### config.mk
export PLATFORM = sky130hd
export DESIGN_NAME = mux_np_pipe
export DESIGN_NICKNAME = d
export VERILOG_FILES = /design/src/rtl/mux_np_pipe.sv
export SDC_FILE = /design/constraint.sdc
export NUM_CORES = 1
export LEC_CHECK = 0
export ABC_AREA = 1
export CAP_MARGIN = 40
export CELL_PAD_IN_SITES_DETAIL_PLACEMENT = 1
export CELL_PAD_IN_SITES_GLOBAL_PLACEMENT = 2
export CORE_MARGIN = 2
export CORE_UTILIZATION = 25
export CTS_BUF_LIST = sky130_fd_sc_hd__clkbuf_8
export CTS_CLUSTER_SIZE = 25
export DETAILED_ROUTE_END_ITERATION = 8
export PLACE_DENSITY = 0.89
export SKIP_CTS_REPAIR_TIMING = 1
export SYNTH_ARGS = -nofsm -noshare
export SYNTH_HDL_FRONTEND = slang
export SYNTH_SLANG_ARGS = --single-unit
### constraint.sdc
create_clock -name sysclk -period 2.7 [get_ports sysclk]
set_input_delay 0.54 -clock sysclk [delete_from_list [all_inputs] [get_ports sysclk]]
set_output_delay 0.54 -clock sysclk [all_outputs]
set_load 0.05 [all_outputs]
### src/rtl/mux_np_pipe.sv
// mux_np_pipe: N-input, W-bit registered multiplexer with a latched channel
// select and a valid/ready output stage backed by a one-entry skid buffer.
// Optional feature macro: MUX_NP_PARITY_EN adds z_par, the even parity of z,
// which is computed at capture and carried with each beat.
module mux_np_pipe #(
  parameter int WIDTH  = 4,
  parameter int NUM_IN = 2,
  localparam int SEL_W = (NUM_IN > 1) ? $clog2(NUM_IN) : 1
) (
  input  logic                    sysclk,
  input  logic                    sys_rst,
  input  logic [NUM_IN*WIDTH-1:0] d_in,
  input  logic [SEL_W-1:0]        sel,
  input  logic                    sel_load,
  input  logic                    in_valid,
  output logic                    in_ready,
  output logic [WIDTH-1:0]        z,
  output logic                    out_valid,
  input  logic                    out_ready,
  output logic [SEL_W-1:0]        sel_cur,
`ifdef MUX_NP_PARITY_EN
  output logic                    z_par,
`endif
  output logic                    sel_err
);

  localparam int            NUM_SLOTS = 2 ** SEL_W;
  localparam logic [SEL_W:0] NUM_IN_L = (SEL_W + 1)'(NUM_IN);

  typedef enum logic [1:0] {
    ST_EMPTY = 2'd0,
    ST_ONE   = 2'd1,
    ST_FULL  = 2'd2
  } state_t;

  state_t state_reg, state_next;

  logic             in_ready_reg;
  logic             out_valid_reg;
  logic [SEL_W-1:0] sel_q_reg;
  logic             sel_err_reg;
  logic [WIDTH-1:0] or_data_reg;
  logic [WIDTH-1:0] sk_data_reg;

  logic [WIDTH-1:0] chan [NUM_SLOTS];
  logic             sel_valid;
  logic             load_ok;
  logic [SEL_W-1:0] eff_sel;
  logic [WIDTH-1:0] cap_data;
  logic             accept;
  logic             or_load;
  logic             sk_load;
  logic             sk_move;

  // Split the flat input bus into channels; unused select codes read as zero
  // so every select value addresses a defined slot.
  generate
    for (genvar gi = 0; gi < NUM_SLOTS; gi++) begin : g_chan
      if (gi < NUM_IN) begin : g_real
        assign chan[gi] = d_in[gi*WIDTH +: WIDTH];
      end else begin : g_pad
        assign chan[gi] = '0;
      end
    end
  endgenerate

  // A valid same-cycle load bypasses the select register; an invalid one
  // falls back to the currently held select.
  assign sel_valid = ({1'b0, sel} < NUM_IN_L);
  assign load_ok   = sel_load & sel_valid;
  assign eff_sel   = load_ok ? sel : sel_q_reg;
  assign cap_data  = chan[eff_sel];
  assign accept    = in_valid & in_ready_reg;

  // Next-state and datapath steering for the output/skid storage.
  always_comb begin
    state_next = state_reg;
    or_load    = 1'b0;
    sk_load    = 1'b0;
    sk_move    = 1'b0;
    case (state_reg)
      ST_EMPTY: begin
        if (accept) begin
          or_load    = 1'b1;
          state_next = ST_ONE;
        end
      end
      ST_ONE: begin
        if (accept && out_ready) begin
          or_load = 1'b1;
        end else if (accept) begin
          sk_load    = 1'b1;
          state_next = ST_FULL;
        end else if (out_ready) begin
          state_next = ST_EMPTY;
        end
      end
      ST_FULL: begin
        if (out_ready) begin
          sk_move    = 1'b1;
          state_next = ST_ONE;
        end
      end
      default: state_next = ST_EMPTY;
    endcase
  end

  // State register; handshake flags are registered from the next state so
  // in_ready never depends combinationally on out_ready.
  always_ff @(posedge sysclk) begin
    if (sys_rst) begin
      state_reg     <= ST_EMPTY;
      in_ready_reg  <= 1'b1;
      out_valid_reg <= 1'b0;
    end else begin
      state_reg     <= state_next;
      in_ready_reg  <= (state_next != ST_FULL);
      out_valid_reg <= (state_next != ST_EMPTY);
    end
  end

  // Output and skid data registers; the skid drains into the output on release.
  always_ff @(posedge sysclk) begin
    if (sys_rst) begin
      or_data_reg <= '0;
      sk_data_reg <= '0;
    end else begin
      if (or_load) begin
        or_data_reg <= cap_data;
      end else if (sk_move) begin
        or_data_reg <= sk_data_reg;
      end
      if (sk_load) begin
        sk_data_reg <= cap_data;
      end
    end
  end

  // Select register and one-cycle error pulse for out-of-range loads.
  always_ff @(posedge sysclk) begin
    if (sys_rst) begin
      sel_q_reg   <= '0;
      sel_err_reg <= 1'b0;
    end else begin
      if (load_ok) begin
        sel_q_reg <= sel;
      end
      sel_err_reg <= sel_load & ~sel_valid;
    end
  end

`ifdef MUX_NP_PARITY_EN
  logic cap_par;
  logic or_par_reg;
  logic sk_par_reg;

  assign cap_par = ^cap_data;

  // Parity travels with its beat through the same output/skid path.
  always_ff @(posedge sysclk) begin
    if (sys_rst) begin
      or_par_reg <= 1'b0;
      sk_par_reg <= 1'b0;
    end else begin
      if (or_load) begin
        or_par_reg <= cap_par;
      end else if (sk_move) begin
        or_par_reg <= sk_par_reg;
      end
      if (sk_load) begin
        sk_par_reg <= cap_par;
      end
    end
  end

  assign z_par = or_par_reg;
`endif

  assign in_ready  = in_ready_reg;
  assign out_valid = out_valid_reg;
  assign z         = or_data_reg;
  assign sel_cur   = sel_q_reg;
  assign sel_err   = sel_err_reg;

endmodule

==> results.txt, run 1 <==
- Hold is met by 0.5031 ns.
- The first global-routing pass estimated 2649 um of wire.
- Clock-pin transition on the worst setup and hold timing paths: 0.06 ns
- In this run the number of cells on the critical path is 1.
- Wires add up to about 1600 um.
- Overall routing resource usage: 0.1279
- The clock reaches the later pin of the worst-skew pair after ~0.24 ns.
- The worst setup path is launched from a register.
- In this run the worst path has a maximum fanout of 3.
* Post-Route Skew: 0.004322 ns
- In the finished design, the share of the clock period the worst path needs comes to 0.7237.
- Of the synthesized area, sequential elements account for 0.4078.
* Width of the die: 54.52 um
* Worst slack, placed: 0.8911 ns
- Most common library cells after synthesis: nand2_1 (26), dfxtp_1 (13), inv_1 (13)
- The slowest stage of the critical path is the clkdlybuf4s50_1 cell.
- Type of the most critical hold path: reg2reg
- Derived from the worst setup path, the maximum achievable clock frequency is about 510 MHz.
- Area overhead of the layout relative to synthesis: 43.14%
- Once detailed placement completed, the half-perimeter wirelength came to 1337 um.
- Count of flip-flops with a built-in enable after synthesis: 0
* Data arrival at the endpoint of the critical path: 1.41 ns
* Maximum number of buffers from clock root to sink: 2
- The multi-input combinational cells in the finished layout cover a total of a little over 300 sq um.
* Cell types with the largest area share after synthesis: dfxtp_1 (41%), nand2_1 (15%), inv_1 (7.6%)
* Register-to-Register Setup Slack: 1.62 ns
- The number of global-route vias before repair was 639.
- Of the cells placed in the final design, the portion with a size suffix greater than 1 is 0.09244.
- End of the critical path: sel_cur
* Layout filler cell count: 313
* Detailed-router iteration count before antenna repair: 4
- Summed over all cells, the static leakage comes to 0.4438 nW.
- From bottom edge to top edge, the die measures 54.52 um.
* CTS tree: built
- Accumulated negative setup slack: 0 ns
- Result of the run: finished, final reports clean
- The number of antenna diodes in the final layout is 0.
- #FFs+latches synth: 13
- IR drop worst, VDD: about 0.37 mV
* Global placement routability congestion: a little over 0.7
- Count leader, synth: nand2_1
- Maximum number of pins on one net before global-route repair: 11
- Across the whole layout, storage elements account for 260.3 sq um.
- Deepest level of the CTS H-tree: 1
* Number of distinct standard cells referenced by the synthesized netlist: 19
* DRC violation total after the first TritonRoute iteration: 4
* I/O pins: 22
* Initial standard-cell utilization of the core: 0.2599
- Dividing total power by cell area gives a power density of 546.8 nW/um^2.
- Area leader, netlist: dfxtp_1
- Fraction of post-synthesis cell area in the top cell type by area: 0.4078
- Summing every instance area after synthesis gives 638.1 sq um.
- Critical R2R Capture: z[1]
- The die covers between 2000 and 3000 sq um.
* Path type of the worst setup path: reg2out
* Final critical-path required period: ~2.0 ns
- Num CTS Buffers: 3
- Power comes to 0.0004994 W.
- Max_cap viols: 0
- Worst setup slack after layout: 0.7460 ns
- Synthesis produced between 90 and 100 cells.
* Post-detailed-route via-to-cell ratio: 4.302
- A synthesized cell averages ~6.6 sq um.
- Number of sinks on the clock net: 13
- Headroom to the max-slew limit came out at 0.6628.
- The floorplan has 18 rows.
* Largest stage delay, worst path: slightly above 0.8 ns
* Sequence of cells on the critical path: clkdlybuf4s50_1
- Port-buffer cells: 20
- Initial antenna violation count: 0
- Synthesized net count: 110
- Together, buffers and inverters on the worst path number 1.
- In the synthesized netlist the async set-or-reset flop fraction comes to 0.
* Detail Route Antenna Nets: 0
- Req. time, crit path: 2.16 ns
- Endpoints failing setup: 0
* Placeable core region: 2455 sq um
* Critical path endpoint category: output pin
- Summing over every cut layer, the via total after detailed routing is around 640.
* RSZ-0062 raised after global routing: no
- Final max-slew violation count: 0
- Actual slew at the worst max-slew pin: around 0.50 ns
* Number of nets at the end of the flow: approximately 130
* Final hold violations: 0
- In the routed design, unresolved DRC markers number 0.
* Primary FF master, synth: dfxtp_1
* Total gr overflow: 0
- Routed wire per std cell: around 11 um
- Clock Tree Root: clkbuf_8
- Number of cells on the worst hold path: 2
* Startpoint of the worst-slack reg-to-reg timing path: state_reg[1]
- Family with the most delay on the worst path: buffers and inverters
* Count of synthesis-stage warnings from yosys: 0
* Critical Path Source: sel_cur
- R2R depth: 5
-- cells by family (layout without fill, tap and decap cells) --
family,after synthesis,in the layout,synth area share
other,1,1,0.005877
flip-flops,13,13,0.4078
AND/OR/NAND/NOR,48,48,0.3471
buffers and inverters,19,42,0.1177
AO/OA/AOI/OAI,15,15,0.1216
-- area by class of cell --
| class | count | share of cell area |
|---|---|---|
| clock buffer | 3 | 0.04521 |
| clock inverter | 1 | 0.004110 |
| inverter | 18 | 0.07397 |
| multi-input combinational | 64 | 0.3315 |
| sequential | 13 | 0.2849 |
| tap | 30 | 0.04110 |
| timing repair buffer | 20 | 0.2192 |
-- metrics by stage --
stage          area [sq um]  std cells    util
2_1_floorplan         638.1         96       -
3_3_place_gp          868.3        145  0.3537
3_5_place_dp          868.3        145  0.3537
4_1_cts               913.4        149  0.3721
5_1_grt               913.4        149  0.3721
6_report              913.4        149  0.3721
-- per-layer routing --
metal | global-route usage | part of all wire | vias up
li1 | - | - | 340
met1 | 0.1450 | 0.49 | 289
met2 | 0.2149 | 0.46 | 10
met3 | 0.05738 | 0.041 | 2
met4 | 0.03750 | 0.0062 | 0
met5 | 0 | 0 | -
-- how the worst min path moves through the flow --
| stage | end | startpoint |
|---|---|---|
| 6_report | sk_data_reg[2] | sk_data_reg[2] |
| 5_1_grt | z[1] | sk_data_reg[1] |
| 4_1_cts | z[1] | sk_data_reg[1] |
| 3_5_place_dp | z[1] | sk_data_reg[1] |
| 3_3_place_gp | sk_data_reg[3] | sk_data_reg[3] |
| 2_1_floorplan | sk_data_reg[2] | sk_data_reg[2] |
-- report_power, final --
group	internal, W	total [W]	switching, W
Combinational	0.0000477	0.000121	0.0000736
Sequential	0.000204	0.000211	0.00000639
Clock	0.000100	0.000167	0.0000673
-- layout by cell type (no fill, tap or decap) --
cell,count
nand2_1,26
clkdlybuf4s50_1,20
inv_1,14
dfxtp_1,13
nor2_1,9
nand3_1,6
a21oi_1,6
o21ai_1,5
inv_2,3
o21ai_0,3
clkbuf_8,3
clkinv_1,2
nand3b_1,2
nor2_4,1
nor2_2,1
nand2_2,1
nand2_4,1
nand3_2,1
o211ai_1,1
conb_1,1
No activity file was read; power rests on OpenSTA's default activity.
==> run 2, diff against run 1 <==
CORE_UTILIZATION = 21   (was 25)
PLACE_DENSITY = 0.8   (was 0.89)
clock period = 1.6 ns   (was 2.7 ns; I/O delays follow)
==> results.txt, run 2 (synthesis gave the netlist of run 1 again) <==
* Result of the run: finished, final reports clean
- CTS tree: built
- Highest-delay cell along the critical path: clkdlybuf4s50_1
- Most frequent standard cell in the layout excluding fill and tap cells: nand2_1
- The worst setup path is captured at a register.
* Most common cell on crit path: nand2_1
- Data arrival at the endpoint of the critical path: 1.45 ns
- Detailed-router iteration count before antenna repair: 4
- Register-to-Register Setup Slack: between 0.5 and 0.6 ns
* Overall routing resource usage: 0.1080
- Wire segments on met2 add up to 830 um in the final route.
- In the routed design, unresolved DRC markers number 0.
- Maximum number of buffers from clock root to sink: 2
- Worst slack, placed: 0.01822 ns
* Placed cells: between 100 and 150
- Multi-input gate area: roughly 300 sq um
* Hold_sp: sk_data_reg[2]
- Port-buffer cells: 20
- For this block, the initial DRC count from the detailed router was 9.
* Accumulated negative setup slack: 0 ns
- Initial antenna violation count: 0
* Initial standard-cell utilization of the core: 0.2143
* Clock-pin transition on the worst setup and hold timing paths: around 0.060 ns
- R2R depth: 5
- In the final routed layout, each cell accounts on average for 10.38 um.
- Num CTS Buffers: 3
- Of the available clock period, the critical path in the final layout requires 0.8155.
- Area enclosed by the die boundary: 3496 sq um
* Max_cap viols: 0
- Vias in the first global route: 673
- Maximum operating frequency: 766.4 MHz
- Post-layout instance count excluding filler cells: between 150 and 200
- Number of sinks on the clock net: 13
- The first global-routing pass estimated 2870 um of wire.
- For this block, the via count after detailed routing is 650.
- Deepest level of the CTS H-tree: 1
- Between clock sinks in the finished design, the worst skew comes to 0.008121 ns.
- For hold timing, the worst endpoint is sk_data_reg[2].
- Most frequent cells in the layout: nand2_1 (26), inv_1 (14), dfxtp_1 (13), clkdlybuf4s50_1 (13), nor2_1 (9)
- RSZ-0062 raised after global routing: no
- Static Leak: 0.4532 nW
* Final critical-path required period: 1.305 ns
- From left edge to right edge, the die measures roughly 59 um.
- Floorplan row count: 20
- The worst hold path was traced through 2 stages.
- Layout filler cell count: 381
- Sequence of cells on the critical path: clkdlybuf4s50_1 > nand3_2 > nand2_1 > nand2_1 > a21oi_1 > nor2_1
- The endpoint identified for the worst register-to-register timing path is z[1].
* Startpoint of the worst-slack reg-to-reg timing path: state_reg[1]
* HPWL after detailed placement: around 1300 um
- Area overhead of the layout relative to synthesis: 40.98%
- Highest routed layer: met4
- During I/O placement, the number of pins put on the boundary was 22.
- Power spread over the standard cell area amounts to 934.2 nW/um^2.
- The final layout contains between 100 and 150 nets.
- The detail route stage leaves a number of antenna-violating nets equal to 0.
* Final max-slew violation count: 0
- Global placement routability congestion: ~0.74
* Maximum number of pins on one net before global-route repair: 11
* Instance area at placement: between 800 and 900 sq um
* Type of the most critical hold path: reg2reg
- Endpoints failing setup: 0
- Counting both buffers and inverters, the worst setup path holds a total of 1.
- Final hold violations: 0
- Clock Tree Root: clkbuf_8
- Worst setup slack after layout: 0.2952 ns
- The number of antenna diodes in the final layout is 0.
- Of the cells placed in the final design, the portion with a size suffix greater than 1 is 0.1513.
- Placeable core region: 2978 sq um
- Final instance area: 899.6 sq um
* Clock network latency to the later pin of the worst-skew pair: 0.25 ns
- Summing all flip-flop and latch instances after layout gives between 200 and 300 sq um.
- Family with the most delay on the worst path: buffers and inverters
- Critical path fanouts, max: 8
- In the final routing, the length of wire on met1 measures a little under 700 um.
- Wire segments on met3 add up to 37 um in the final route.
- Chip Height: 59.13 um
- Post-detailed-routing wire length: 1578 um
- The worst-case IR drop observed on VDD is 0.2406 mV.
- In the routed layout, each cell is associated on average with a via count of roughly 4.3.
- The worst setup path is of the in2reg kind.
* Req. time, crit path: 1.74 ns
- Largest stage delay, worst path: 0.58 ns
* Total gr overflow: 0
* Kind of launch point of the worst setup path: input pin
==> run 2: cell types whose count changed in the layout (fill, tap and decap cells not counted) <==
cell             change
clkdlybuf4s50_1      -7
buf_4                +7
==> run 2: area by class of cell <==
cell class / count / share of cell area
Multi-Input combinational cell: 64 / 0.3366
Sequential cell: 13 / 0.2893
Timing Repair Buffer: 20 / 0.2031
Inverter: 18 / 0.07510
Clock buffer: 3 / 0.04590
Tap cell: 33 / 0.04590
Clock inverter: 1 / 0.004172
==> run 2: worst max path at each step <==
stage / start / endpoint / slack (ns) / cells after the start
floorplan: in_ready / z[0] / 0.23 / 7
detailed placement: out_ready / z[1] / 0.02 / 6
global route: sel_load / z[1] / 0.17 / 8
finish: out_ready / z[1] / 0.30 / 6
global placement: out_ready / z[1] / 0.03 / 6
CTS: out_ready / z[1] / 0.29 / 6
==> run 2: layer usage <==
| metal | vias to the layer above | global-route usage |
|---|---|---|
| met2 | 8 | 0.1810 |
| met1 | 300 | 0.1262 |
| met5 | - | 0 |
| met4 | 0 | 0.05844 |
| li1 | 339 | - |
| met3 | 3 | 0.02620 |
==> run 2: where the power goes <==
part	leakage [nW]	switching [W]	total, W	internal [W]
logic	0.320	0.000124	0.000200	0.0000756
clock network	0.0269	0.000116	0.000285	0.000169
registers	0.107	0.0000111	0.000356	0.000345
total	0.453	0.000251	0.000840	0.000590
==> run 2: stage by stage <==
step           hold WS (ns)   power, W  utilization
5_1_grt              0.5432  0.0008983       0.3021
3_5_place_dp         0.4869  0.0005659       0.2870
6_report             0.4970  0.0008404       0.3021
3_3_place_gp         0.4867  0.0005624       0.2870
4_1_cts              0.5040  0.0008591       0.3021
2_1_floorplan        0.3924  0.0004897            -
==> run 2: worst reg2reg max path, cell delays in order (launching register included) <==
cell and delay, ns:
dfxtp_1 0.42, nand3_2 0.19, nand2_1 0.11, nand2_1 0.05, a21oi_1 0.13, nor2_1 0.06
==> run 3, diff against run 2 <==
CORE_UTILIZATION = 23   (was 21)
PLACE_DENSITY = 0.83   (was 0.8)
clock period = 1.35 ns   (was 1.6 ns; I/O delays follow)
==> results.txt, run 3 (synthesis gave the netlist of run 1 again) <==
- The congestion estimate from routability-driven global placement came to ~0.75.
- For the worst-skew pair, the clock arrives at the later sink with an insertion delay of 0.24 ns.
* PnR Total Power: 0.001059 W
* IR drop worst, VDD: ~0.64 mV
- Final hold violations: 0
- By instance count, the cell type seen most on the critical path is nand2_1.
- Total power divided by cell area: 1046 nW/um^2
- Post-detailed-route DRC marker count: 0
- Area enclosed by the die boundary: ~3200 sq um
* Total number of vias: 658
* Width of the die: 56.67 um
- Maximum number of pins on one net before global-route repair: 11
- Across the routed clock network, the largest skew measured is roughly 0.0011 ns.
- Once detailed placement completed, the half-perimeter wirelength came to 1323 um.
- Post-detailed-routing wire length: 1567 um
* Vias in the first global route: 674
* Layout filler cell count: 333
* Static Leak: 0.4974 nW
- Setup violations remaining at the end of the flow were counted as 0.
- After the first detailed-routing iteration, the DRC count stood at 1.
- Kind of launch point of the worst setup path: input pin
- The count of nets left with antenna violations once routing finished came out at 0.
- Across every metal layer, demand over resource in global routing totals 0.1168.
- Final max-slew violation count: 0
* Routed wire per std cell: 10.31 um
- The die is around 57 um tall.
- Number of nets at the end of the flow: 136
- For this design, the sink count on the clock tree is 13.
* Final critical-path required period: 1.229 ns
* Register-to-Register Setup Slack: ~0.26 ns
- Port-buffer cells: 20
- Detailed-router iteration count before antenna repair: 2
- Initial standard-cell utilization of the core: 0.2375
* Post-detailed-route via-to-cell ratio: between 4 and 5
- Num CTS Buffers: 3
- Highest-delay cell along the critical path: clkdlybuf4s50_1
- Area overhead of the layout relative to synthesis: 58.63%
- Data arrival at the endpoint of the critical path: 1.36 ns
- Type of the most critical hold path: in2reg
- Floorplan row count: 19
- Worst setup slack after layout: 0.1205 ns
- Clock-pin transition on the worst setup and hold timing paths: 0.06 ns
- Leaving out fill and tap cells, the most frequent cells in the layout are nand2_1 (26), inv_1 (13), clkdlybuf4s50_1 (12), dfxtp_1 (12), nor2_1 (9).
- In this run the deepest clock path goes through 2 buffers.
- Largest stage delay, worst path: 0.50 ns
- Critical path fanouts, max: 4
* Most frequent standard cell in the layout excluding fill and tap cells: nand2_1
- For this design the top-level I/O count stands at 22.
* RSZ-0062 raised after global routing: no
- The repair_antennas step left the layout with diodes totalling 0.
* Initial antenna violation count: 0
* Sequence of cells on the critical path: clkdlybuf4s50_1 > inv_1 > nand2_1 > nand2_1 > nand2_1 > nand2_1 > o21ai_0 > nor2_1
* Req. time, crit path: 1.48 ns
- Result of the run: finished, final reports clean
* Maximum operating frequency: 813.4 MHz
* Total gr overflow: 0
- Path type of the worst setup path: in2reg
- The tool flagged a number of max-cap violations equal to 0.
- The first global-routing pass estimated 2863 um of wire.
- Share of layout cells above drive strength 1: 0.1818
* Ratio of final minimum period to clock period: 0.9107
* Deepest level of the CTS H-tree: 1
* Clock Tree Root: clkbuf_8
- CTS tree: built
* Critical path endpoint category: register
- Placeable core region: between 2000 and 3000 sq um
- Prior to clock tree synthesis, the placed netlist has a worst setup slack of -0.1686 ns.
[run 3: layout make-up]
class,count,area (sq um),area share
clock buffers,3,41.29,0.04079
well taps,31,38.79,0.03832
flip-flops and latches,13,261.5,0.2583
multi-input cells,64,310.3,0.3066
inverters,18,67.56,0.06675
repair buffers,22,287.8,0.2843
clock inverters,1,5.005,0.004944
[run 3: critical path, delay by kind of cell]
family	cells	cell delay, ns
AO/OA/AOI/OAI	1	0.17
buffers and inverters	2	0.57
AND/OR/NAND/NOR	5	0.37
[run 3: per-stage QoR]
stage	instance area (sq um)	cells	utilization	hold slack, ns	setup TNS [ns]
2_1_floorplan	639.4	96	-	0.3424	0
3_3_place_gp	955.9	148	0.3558	0.4884	-1.042
3_5_place_dp	955.9	148	0.3558	0.4953	-1.329
4_1_cts	1002	152	0.3731	0.5109	0
5_1_grt	1012	152	0.3768	0.5311	0
6_report	1012	152	0.3768	0.4927	0
[run 3: power by group]
group / internal, W / switching, W / total [W]
Clock: 0.000204 / 0.000143 / 0.000347
Combinational: 0.000134 / 0.000148 / 0.000282
Sequential: 0.000409 / 0.0000217 / 0.000430
[run 3: layer usage]
layer | share of wire | vias up | track usage
li1 | - | 346 | -
met1 | 0.43 | 301 | 0.1337
met2 | 0.51 | 9 | 0.1894
met3 | 0.041 | 2 | 0.04147
met4 | 0.013 | 0 | 0.06122
met5 | 0 | - | 0
[run 3: worst paths after layout]
check	to	start	cells after the start
setup reg to reg	z[1]	sel_cur	7
hold / removal	in_ready	out_ready	3
hold reg to reg	sk_data_reg[1]	sk_data_reg[1]	2
setup / recovery	z[1]	sel_load	8
